==> src/rtl/mcycle_unit_if.sv <==
// Request/response bundle between the execute-stage control and the multi-cycle
// multiply/divide unit.
//   start        request, sampled only while the unit is idle
//   mcycle_op    00 unsigned mul, 01 signed mul, 10 unsigned div, 11 signed div
//   operand1/2   multiplicand/dividend and multiplier/divisor
//   result1/2    mul: product low/high halves; div: quotient/remainder
//   busy         operation in flight (pipeline stalls on this)
//   done         one-cycle completion pulse
//   div_by_zero  divisor was zero; valid with done, held until next accept
interface mcycle_unit_if #(
  parameter int unsigned WIDTH = 32
);
  logic             start;
  logic [1:0]       mcycle_op;
  logic [WIDTH-1:0] operand1;
  logic [WIDTH-1:0] operand2;
  logic [WIDTH-1:0] result1;
  logic [WIDTH-1:0] result2;
  logic             busy;
  logic             done;
  logic             div_by_zero;

  modport master (
    output start, mcycle_op, operand1, operand2,
    input  result1, result2, busy, done, div_by_zero
  );

  modport slave (
    input  start, mcycle_op, operand1, operand2,
    output result1, result2, busy, done, div_by_zero
  );
endinterface

==> src/rtl/mcycle_unit.sv <==
// Multi-cycle multiply/divide unit: shift-add multiply and restoring divide on operand
// magnitudes, one bit per clock, with sign correction on the final cycle.
//   clk  clock, rising edge
//   rst  asynchronous active-high reset; aborts any operation in flight
//   bus  slave side of mcycle_unit_if (start/op/operands in, results/busy/done out)
// Done rises WIDTH+1 clocks after the accepting edge; results hold until the next finish.
module mcycle_unit #(
  parameter int unsigned WIDTH = 32
) (
  input logic         clk,
  input logic         rst,
  mcycle_unit_if.slave bus
);
  localparam int unsigned CntW = $clog2(WIDTH + 1);

  typedef enum logic [1:0] {StIdle, StCompute, StFinish} state_e;

  state_e                 state_q, state_d;
  logic [CntW-1:0]        cnt_q, cnt_d;
  logic [1:0]             op_q, op_d;
  logic                   sign1_q, sign1_d, sign2_q, sign2_d;
  logic [WIDTH-1:0]       opa_q, opa_d;   // raw dividend, returned on divide-by-zero
  logic [WIDTH-1:0]       mag2_q, mag2_d;
  // mul: {hi, lo} product/multiplier register; div: low half shifts dividend out, quotient in
  logic [2*WIDTH-1:0]     acc_q, acc_d;
  logic [WIDTH:0]         rem_q, rem_d;
  logic [WIDTH-1:0]       res1_q, res1_d, res2_q, res2_d;
  logic                   busy_q, busy_d, done_q, done_d, dbz_q, dbz_d;

  // Operand magnitudes at accept. Two's-complement negation of the most-negative value
  // yields 2^(WIDTH-1), which is exact when read as unsigned.
  logic             neg1, neg2;
  logic [WIDTH-1:0] mag1;
  always_comb begin
    neg1 = bus.mcycle_op[0] & bus.operand1[WIDTH-1];
    neg2 = bus.mcycle_op[0] & bus.operand2[WIDTH-1];
    mag1 = neg1 ? -bus.operand1 : bus.operand1;
  end

  // One shift-add multiply step.
  logic [WIDTH:0]     mul_sum;
  logic [2*WIDTH-1:0] mul_next;
  always_comb begin
    mul_sum  = {1'b0, acc_q[2*WIDTH-1:WIDTH]} + (acc_q[0] ? {1'b0, mag2_q} : '0);
    mul_next = {mul_sum, acc_q[WIDTH-1:1]};
  end

  // One restoring divide step; the extra top bit of the trial difference is the borrow.
  logic [WIDTH+1:0] div_shift, div_trial;
  logic             div_borrow;
  always_comb begin
    div_shift  = {rem_q, acc_q[WIDTH-1]};
    div_trial  = div_shift - {2'b00, mag2_q};
    div_borrow = div_trial[WIDTH+1];
  end

  // Sign-corrected results, used only in StFinish.
  logic [2*WIDTH-1:0] prod_s;
  logic [WIDTH-1:0]   quo_s, rem_s;
  always_comb begin
    prod_s = (sign1_q ^ sign2_q) ? -acc_q : acc_q;
    quo_s  = (sign1_q ^ sign2_q) ? -acc_q[WIDTH-1:0] : acc_q[WIDTH-1:0];
    rem_s  = sign1_q ? -rem_q[WIDTH-1:0] : rem_q[WIDTH-1:0];
  end

  always_comb begin
    state_d = state_q;
    cnt_d   = cnt_q;
    op_d    = op_q;
    sign1_d = sign1_q;
    sign2_d = sign2_q;
    opa_d   = opa_q;
    mag2_d  = mag2_q;
    acc_d   = acc_q;
    rem_d   = rem_q;
    res1_d  = res1_q;
    res2_d  = res2_q;
    busy_d  = busy_q;
    dbz_d   = dbz_q;
    done_d  = 1'b0;
    unique case (state_q)
      StIdle: begin
        if (bus.start) begin
          op_d    = bus.mcycle_op;
          sign1_d = neg1;
          sign2_d = neg2;
          opa_d   = bus.operand1;
          mag2_d  = neg2 ? -bus.operand2 : bus.operand2;
          acc_d   = {{WIDTH{1'b0}}, mag1};
          rem_d   = '0;
          cnt_d   = '0;
          busy_d  = 1'b1;
          dbz_d   = 1'b0;
          state_d = StCompute;
        end
      end
      StCompute: begin
        if (op_q[1]) begin
          rem_d = div_borrow ? div_shift[WIDTH:0] : div_trial[WIDTH:0];
          acc_d = {acc_q[2*WIDTH-1:WIDTH], acc_q[WIDTH-2:0], ~div_borrow};
        end else begin
          acc_d = mul_next;
        end
        cnt_d = cnt_q + CntW'(1);
        if (cnt_q == CntW'(WIDTH - 1)) state_d = StFinish;
      end
      StFinish: begin
        if (!op_q[1]) begin
          res1_d = prod_s[WIDTH-1:0];
          res2_d = prod_s[2*WIDTH-1:WIDTH];
        end else if (mag2_q == '0) begin
          res1_d = '1;
          res2_d = opa_q;
          dbz_d  = 1'b1;
        end else begin
          res1_d = quo_s;
          res2_d = rem_s;
        end
        done_d  = 1'b1;
        busy_d  = 1'b0;
        state_d = StIdle;
      end
      default: state_d = StIdle;
    endcase
  end

  always_ff @(posedge clk or posedge rst) begin
    if (rst) begin
      state_q <= StIdle;
      cnt_q   <= '0;
      op_q    <= '0;
      sign1_q <= 1'b0;
      sign2_q <= 1'b0;
      opa_q   <= '0;
      mag2_q  <= '0;
      acc_q   <= '0;
      rem_q   <= '0;
      res1_q  <= '0;
      res2_q  <= '0;
      busy_q  <= 1'b0;
      done_q  <= 1'b0;
      dbz_q   <= 1'b0;
    end else begin
      state_q <= state_d;
      cnt_q   <= cnt_d;
      op_q    <= op_d;
      sign1_q <= sign1_d;
      sign2_q <= sign2_d;
      opa_q   <= opa_d;
      mag2_q  <= mag2_d;
      acc_q   <= acc_d;
      rem_q   <= rem_d;
      res1_q  <= res1_d;
      res2_q  <= res2_d;
      busy_q  <= busy_d;
      done_q  <= done_d;
      dbz_q   <= dbz_d;
    end
  end

  assign bus.result1     = res1_q;
  assign bus.result2     = res2_q;
  assign bus.busy        = busy_q;
  assign bus.done        = done_q;
  assign bus.div_by_zero = dbz_q;
endmodule
==> src/flat_wrapper.sv <==
// flat-port wrapper written by rule: the top's interface ports become plain ports
module mcycle_unit_flat 
#(
  parameter int unsigned WIDTH = 32
)
  (clk, rst, bus_start, bus_mcycle_op, bus_operand1, bus_operand2, bus_result1, bus_result2, bus_busy, bus_done, bus_div_by_zero);
  mcycle_unit_if #(.WIDTH(WIDTH)) bus_i ();
  input logic clk;
  input logic rst;
  input wire logic [$bits(bus_i.start)-1:0] bus_start;
  input wire logic [$bits(bus_i.mcycle_op)-1:0] bus_mcycle_op;
  input wire logic [$bits(bus_i.operand1)-1:0] bus_operand1;
  input wire logic [$bits(bus_i.operand2)-1:0] bus_operand2;
  output wire logic [$bits(bus_i.result1)-1:0] bus_result1;
  output wire logic [$bits(bus_i.result2)-1:0] bus_result2;
  output wire logic [$bits(bus_i.busy)-1:0] bus_busy;
  output wire logic [$bits(bus_i.done)-1:0] bus_done;
  output wire logic [$bits(bus_i.div_by_zero)-1:0] bus_div_by_zero;
  assign bus_i.start = bus_start;
  assign bus_i.mcycle_op = bus_mcycle_op;
  assign bus_i.operand1 = bus_operand1;
  assign bus_i.operand2 = bus_operand2;
  assign bus_result1 = bus_i.result1;
  assign bus_result2 = bus_i.result2;
  assign bus_busy = bus_i.busy;
  assign bus_done = bus_i.done;
  assign bus_div_by_zero = bus_i.div_by_zero;
  mcycle_unit #(.WIDTH(WIDTH)) u_core (.clk(clk), .rst(rst), .bus(bus_i));
endmodule
==> config.mk <==
export PLATFORM = sky130hd
export DESIGN_NAME = mcycle_unit_flat
export DESIGN_NICKNAME = d
export VERILOG_FILES = /design/src/rtl/mcycle_unit_if.sv /design/src/rtl/mcycle_unit.sv /design/src/flat_wrapper.sv
export SDC_FILE = /design/constraint.sdc
export NUM_CORES = 1
export LEC_CHECK = 0
export ABC_AREA = 1
export ABC_CLOCK_PERIOD_IN_PS = 7700
export CAP_MARGIN = 0
export CORE_ASPECT_RATIO = 0.6
export CORE_UTILIZATION = 45
export DETAILED_ROUTE_END_ITERATION = 6
export PLACE_DENSITY = 0.73
export SYNTH_ARGS = -nofsm -noshare
export SYNTH_HDL_FRONTEND = slang
export SYNTH_SLANG_ARGS = --single-unit
==> constraint.sdc <==
create_clock -name clk -period 7.7 [get_ports clk]
set_input_delay 1.54 -clock clk [delete_from_list [all_inputs] [get_ports clk]]
set_output_delay 1.54 -clock clk [all_outputs]
set_load 0.005 [all_outputs]
==> run summary <==
The run finished, with violations left. The final reports fail on DRC. The run gives 11.3 mW as the total power draw. Setup repair after global routing left no endpoint under its margin. The synthesized netlist cell count is 3258. The post-cts repair resize count came out at 0.

The tool flagged a number of max-cap violations equal to 0. Entering global routing, the biggest net connects 172 pins. The total global-route track usage is 35.0%, and the shortest clock period the worst path allows after layout is 4.20 ns. The setup-violating endpoint count in the final report came out at 0. The library cells used most frequently in the layout, excluding fill and tap cells, are sky130_fd_sc_hd__nand2_1 (957), sky130_fd_sc_hd__nor2_1 (413), sky130_fd_sc_hd__inv_1 (411).

Each instance of the synthesized netlist takes up on average 6.21 um^2. At the pin with the least slew margin, the transition time is 1.12 ns. The run gives 46.1% as the effective utilization at floorplan. The clock passes through at most 3 buffers.

Cells with a size suffix above 1 make up 4.26% of the layout. The die is 276 um wide. Summed over all layers, the global routing overflow is 0. The run gives 19500 as the number of global-route vias before repair. The weighted congestion at the end of routability-driven global placement is 1.10, and the count of H-tree levels built during CTS is 1. The internal power component was 4.89 mW; the number of buffers added to fix hold violations after cts was 0.

The die height came out at 166 um. The logs give 0.56 ns for the worst-skew pair later-pin latency and 239 for the number of clock sinks. Of all nets on the critical path, the largest fanout is 56. The flip-flop and latch area is 5980 um^2.

The footprint of the multi-input gates was 12200 um^2. The final layout contains 3478 nets. Clock-pin slew was measured on the worst setup and hold paths at 0.07 ns. For this design the ratio of total power to cell area is 493 nW/um^2. After detailed routing, the number of remaining DRC violations is 3. TritonCTS built the clock tree. Maximum vdd ir drop: 283 uV. The detailed-route wire length per cell is 20.9 um, and the highest achievable clock rate is 238 MHz. The critical path in this run is classified as input pin to register.

The synthesized netlist occupies a cell area of 20200 um^2. The first TritonRoute pass finished after 7 iterations. At the worst endpoint, the required time is 8.10 ns.

The post-route fraction of the period consumed by the critical path is 54.6%, and the net switching component of the power is 6.37 mW. The tools report the register share of total power as 25.3%. Count of buffers from port buffering: 135. Adding up every negative setup slack in the final design gives 0 ns. The dominant synthesized flop cell is sky130_fd_sc_hd__dfrtp_1. The logs give 4.60 ns for the worst endpoint data arrival time and 65900 um for the placed wire-length estimate. In this run, synthesis produced a sequential element count of 239. The number of distinct standard cells referenced by the synthesized netlist is 53. The floorplan step defined a core boundary enclosing 43800 um^2. The run gives 22700 as the count of vias placed by the detailed router. For this design the static power due to leakage is 11.4 nW.

The final standard cell utilization of the core came out at 52.1%. The filler cells instantiated in the layout total 4500. STA classifies the critical path endpoint as a register. Of the synthesized area, sequential elements account for 29.6%. The tools report the first-pass GRT wire length as 121000 um.

The worst pin sits at a relative slew slack of 25.2%. The fraction of power consumed by the clock network was 11.2%; the relative area change from synthesis to final layout was 13.0%. The min-delay analysis places its worst path in the category register to register. The worst setup path is launched from an input pin. The die footprint was 45800 um^2.

The count of flip-flops with a built-in enable after synthesis was 0; the average vias per placed instance was 5.77. The combinational fraction of design power is 63.5%, and the floorplan row count is 59. The detail route stage leaves a number of antenna-violating nets equal to 0. Iteration-0 DRC count of the detailed router: 3646.

The wire length reported by the detailed router is 82200 um, and the post-CTS setup buffer count is 0. Across the routed clock network, the largest skew measured is 0.0180 ns. During I/O placement, the number of pins put on the boundary was 136. Number of endpoints with negative hold slack in the final report: 0. The most common cell after layout, fill and taps aside was sky130_fd_sc_hd__nand2_1. In this run, CTS created clock tree buffers numbering 24. The tree is rooted in a sky130_fd_sc_hd__clkbuf_16. Synthesis produced a netlist with a net count of 3398.

Net switching is 56.6% of the power. The synthesis warning total was 0. The tools report the total count of max-transition violations in the final report as 0. The tools report the initial antenna violation count as 2.

Counting flops with an async set or reset pin after synthesis yields a share of 100%.
per-stage QoR:
stage	hold slack [ns]	std cells	setup WS, ns	area (um^2)
2_1_floorplan	0.410	3258	3.03	20200
3_3_place_gp	0.462	3891	3.12	22000
3_5_place_dp	0.463	3891	3.06	22000
4_1_cts	0.480	3934	3.60	22800
5_1_grt	0.514	3934	3.31	22800
6_report	0.474	3935	3.50	22800
worst max-delay path, cell delays in order:
cell and delay, ns:
sky130_fd_sc_hd__clkdlybuf4s50_1 0.51, sky130_fd_sc_hd__nand3_4 0.08, sky130_fd_sc_hd__inv_1 0.06, sky130_fd_sc_hd__buf_4 0.40, sky130_fd_sc_hd__nor2_4 0.03, sky130_fd_sc_hd__buf_4 0.30, sky130_fd_sc_hd__inv_1 0.45, sky130_fd_sc_hd__nand2_2 0.38
sky130_fd_sc_hd__inv_1 0.62, sky130_fd_sc_hd__o32ai_1 0.18
layout make-up:
class	count	share of cell area (%)
Multi-Input combinational cell	2490	53.4
Clock buffer	32	3.02
Inverter	429	7.06
Antenna cell	1	0.0110
Sequential cell	239	26.2
Tap cell	579	3.17
Clock inverter	11	0.559
Timing Repair Buffer	154	6.59
Yosys cell counts (4+ instances only):
master | n | area [um^2]
sky130_fd_sc_hd__nand2_1 | 957 | 3590
sky130_fd_sc_hd__nor2_1 | 417 | 1570
sky130_fd_sc_hd__inv_1 | 412 | 1550
sky130_fd_sc_hd__nand3_1 | 310 | 1550
sky130_fd_sc_hd__dfrtp_1 | 239 | 5980
sky130_fd_sc_hd__o21ai_0 | 209 | 1050
sky130_fd_sc_hd__a21oi_1 | 173 | 866
sky130_fd_sc_hd__ha_1 | 69 | 863
sky130_fd_sc_hd__xor2_1 | 65 | 569
sky130_fd_sc_hd__clkbuf_1 | 57 | 214
sky130_fd_sc_hd__nand4_1 | 49 | 307
sky130_fd_sc_hd__a221oi_1 | 29 | 254
sky130_fd_sc_hd__nand2_2 | 28 | 175
sky130_fd_sc_hd__buf_2 | 26 | 130
sky130_fd_sc_hd__nor3_1 | 20 | 100
sky130_fd_sc_hd__o22ai_1 | 20 | 125
sky130_fd_sc_hd__a22oi_1 | 18 | 135
sky130_fd_sc_hd__xnor2_1 | 16 | 140
sky130_fd_sc_hd__inv_2 | 14 | 52.6
sky130_fd_sc_hd__nand3b_1 | 12 | 90.1
sky130_fd_sc_hd__nor2_2 | 11 | 68.8
sky130_fd_sc_hd__buf_1 | 10 | 37.5
sky130_fd_sc_hd__o21ai_1 | 10 | 50.1
sky130_fd_sc_hd__o21bai_1 | 10 | 75.1
sky130_fd_sc_hd__a31oi_1 | 8 | 50.1
sky130_fd_sc_hd__o211ai_1 | 8 | 60.1
sky130_fd_sc_hd__nand2_4 | 6 | 67.6
sky130_fd_sc_hd__nor4_1 | 5 | 31.3
sky130_fd_sc_hd__nor2_4 | 4 | 45.0
sky130_fd_sc_hd__o21a_1 | 4 | 30.0
path summary, 6_finish.rpt:
| check | start | end | slack [ns] | cells past startpoint |
|---|---|---|---|---|
| setup / recovery | bus_start | u_core.acc_q[34] | 3.50 | 10 |
| hold / removal | u_core.bus.busy | u_core.bus.busy | 0.47 | 2 |
| setup reg to reg | u_core.state_q[0] | u_core.acc_q[34] | 4.27 | 9 |
| hold reg to reg | u_core.bus.busy | u_core.bus.busy | 0.47 | 2 |
| max in group asynchronous | rst | u_core.mag2_q[23] | 5.15 | 3 |
| min in group asynchronous | rst | u_core.rem_q[29] | 1.27 | 2 |
registers in the layout, summed over array words and instances (netlist names):
register and count:
u_core.acc_q 64, u_core.rem_q 33, u_core.bus.result1 32, u_core.bus.result2 32, u_core.mag2_q 32, u_core.opa_q 32, u_core.cnt_q 6, u_core.state_q 2
u_core.bus.busy 1, u_core.bus.div_by_zero 1, u_core.bus.done 1, u_core.op_q 1, u_core.sign1_q 1, u_core.sign2_q 1
power groups by stage:
stage	Clock, mW	Combinational [mW]	Sequential [mW]
after floorplan	0	4.95	2.28
final	1.26	7.15	2.85
after CTS	1.26	6.89	2.74
after detailed placement	0	6.85	2.76
after global routing	1.31	7.85	2.84
after global placement	0	6.78	2.76
logic make-up after synthesis:
family / count (synthesis) / synth area share, %
AO/OA/AOI/OAI: 504 / 13.9
XOR/XNOR: 81 / 3.51
adder cells (fa/ha/maj): 71 / 4.47
AND/OR/NAND/NOR: 1834 / 38.2
buffers and inverters: 529 / 10.3
flip-flops: 239 / 29.6
per-layer routing:
metal  GRT usage, %  wire length, um  up-vias
met2           40.4            28200     1428
met4           5.42             1380        4
met1           54.6            37100    10500
met3           19.3            15400       95
met5           1.68              119        -
li1               -                -    10700
Note: power is estimated with default switching activity, not from simulation.
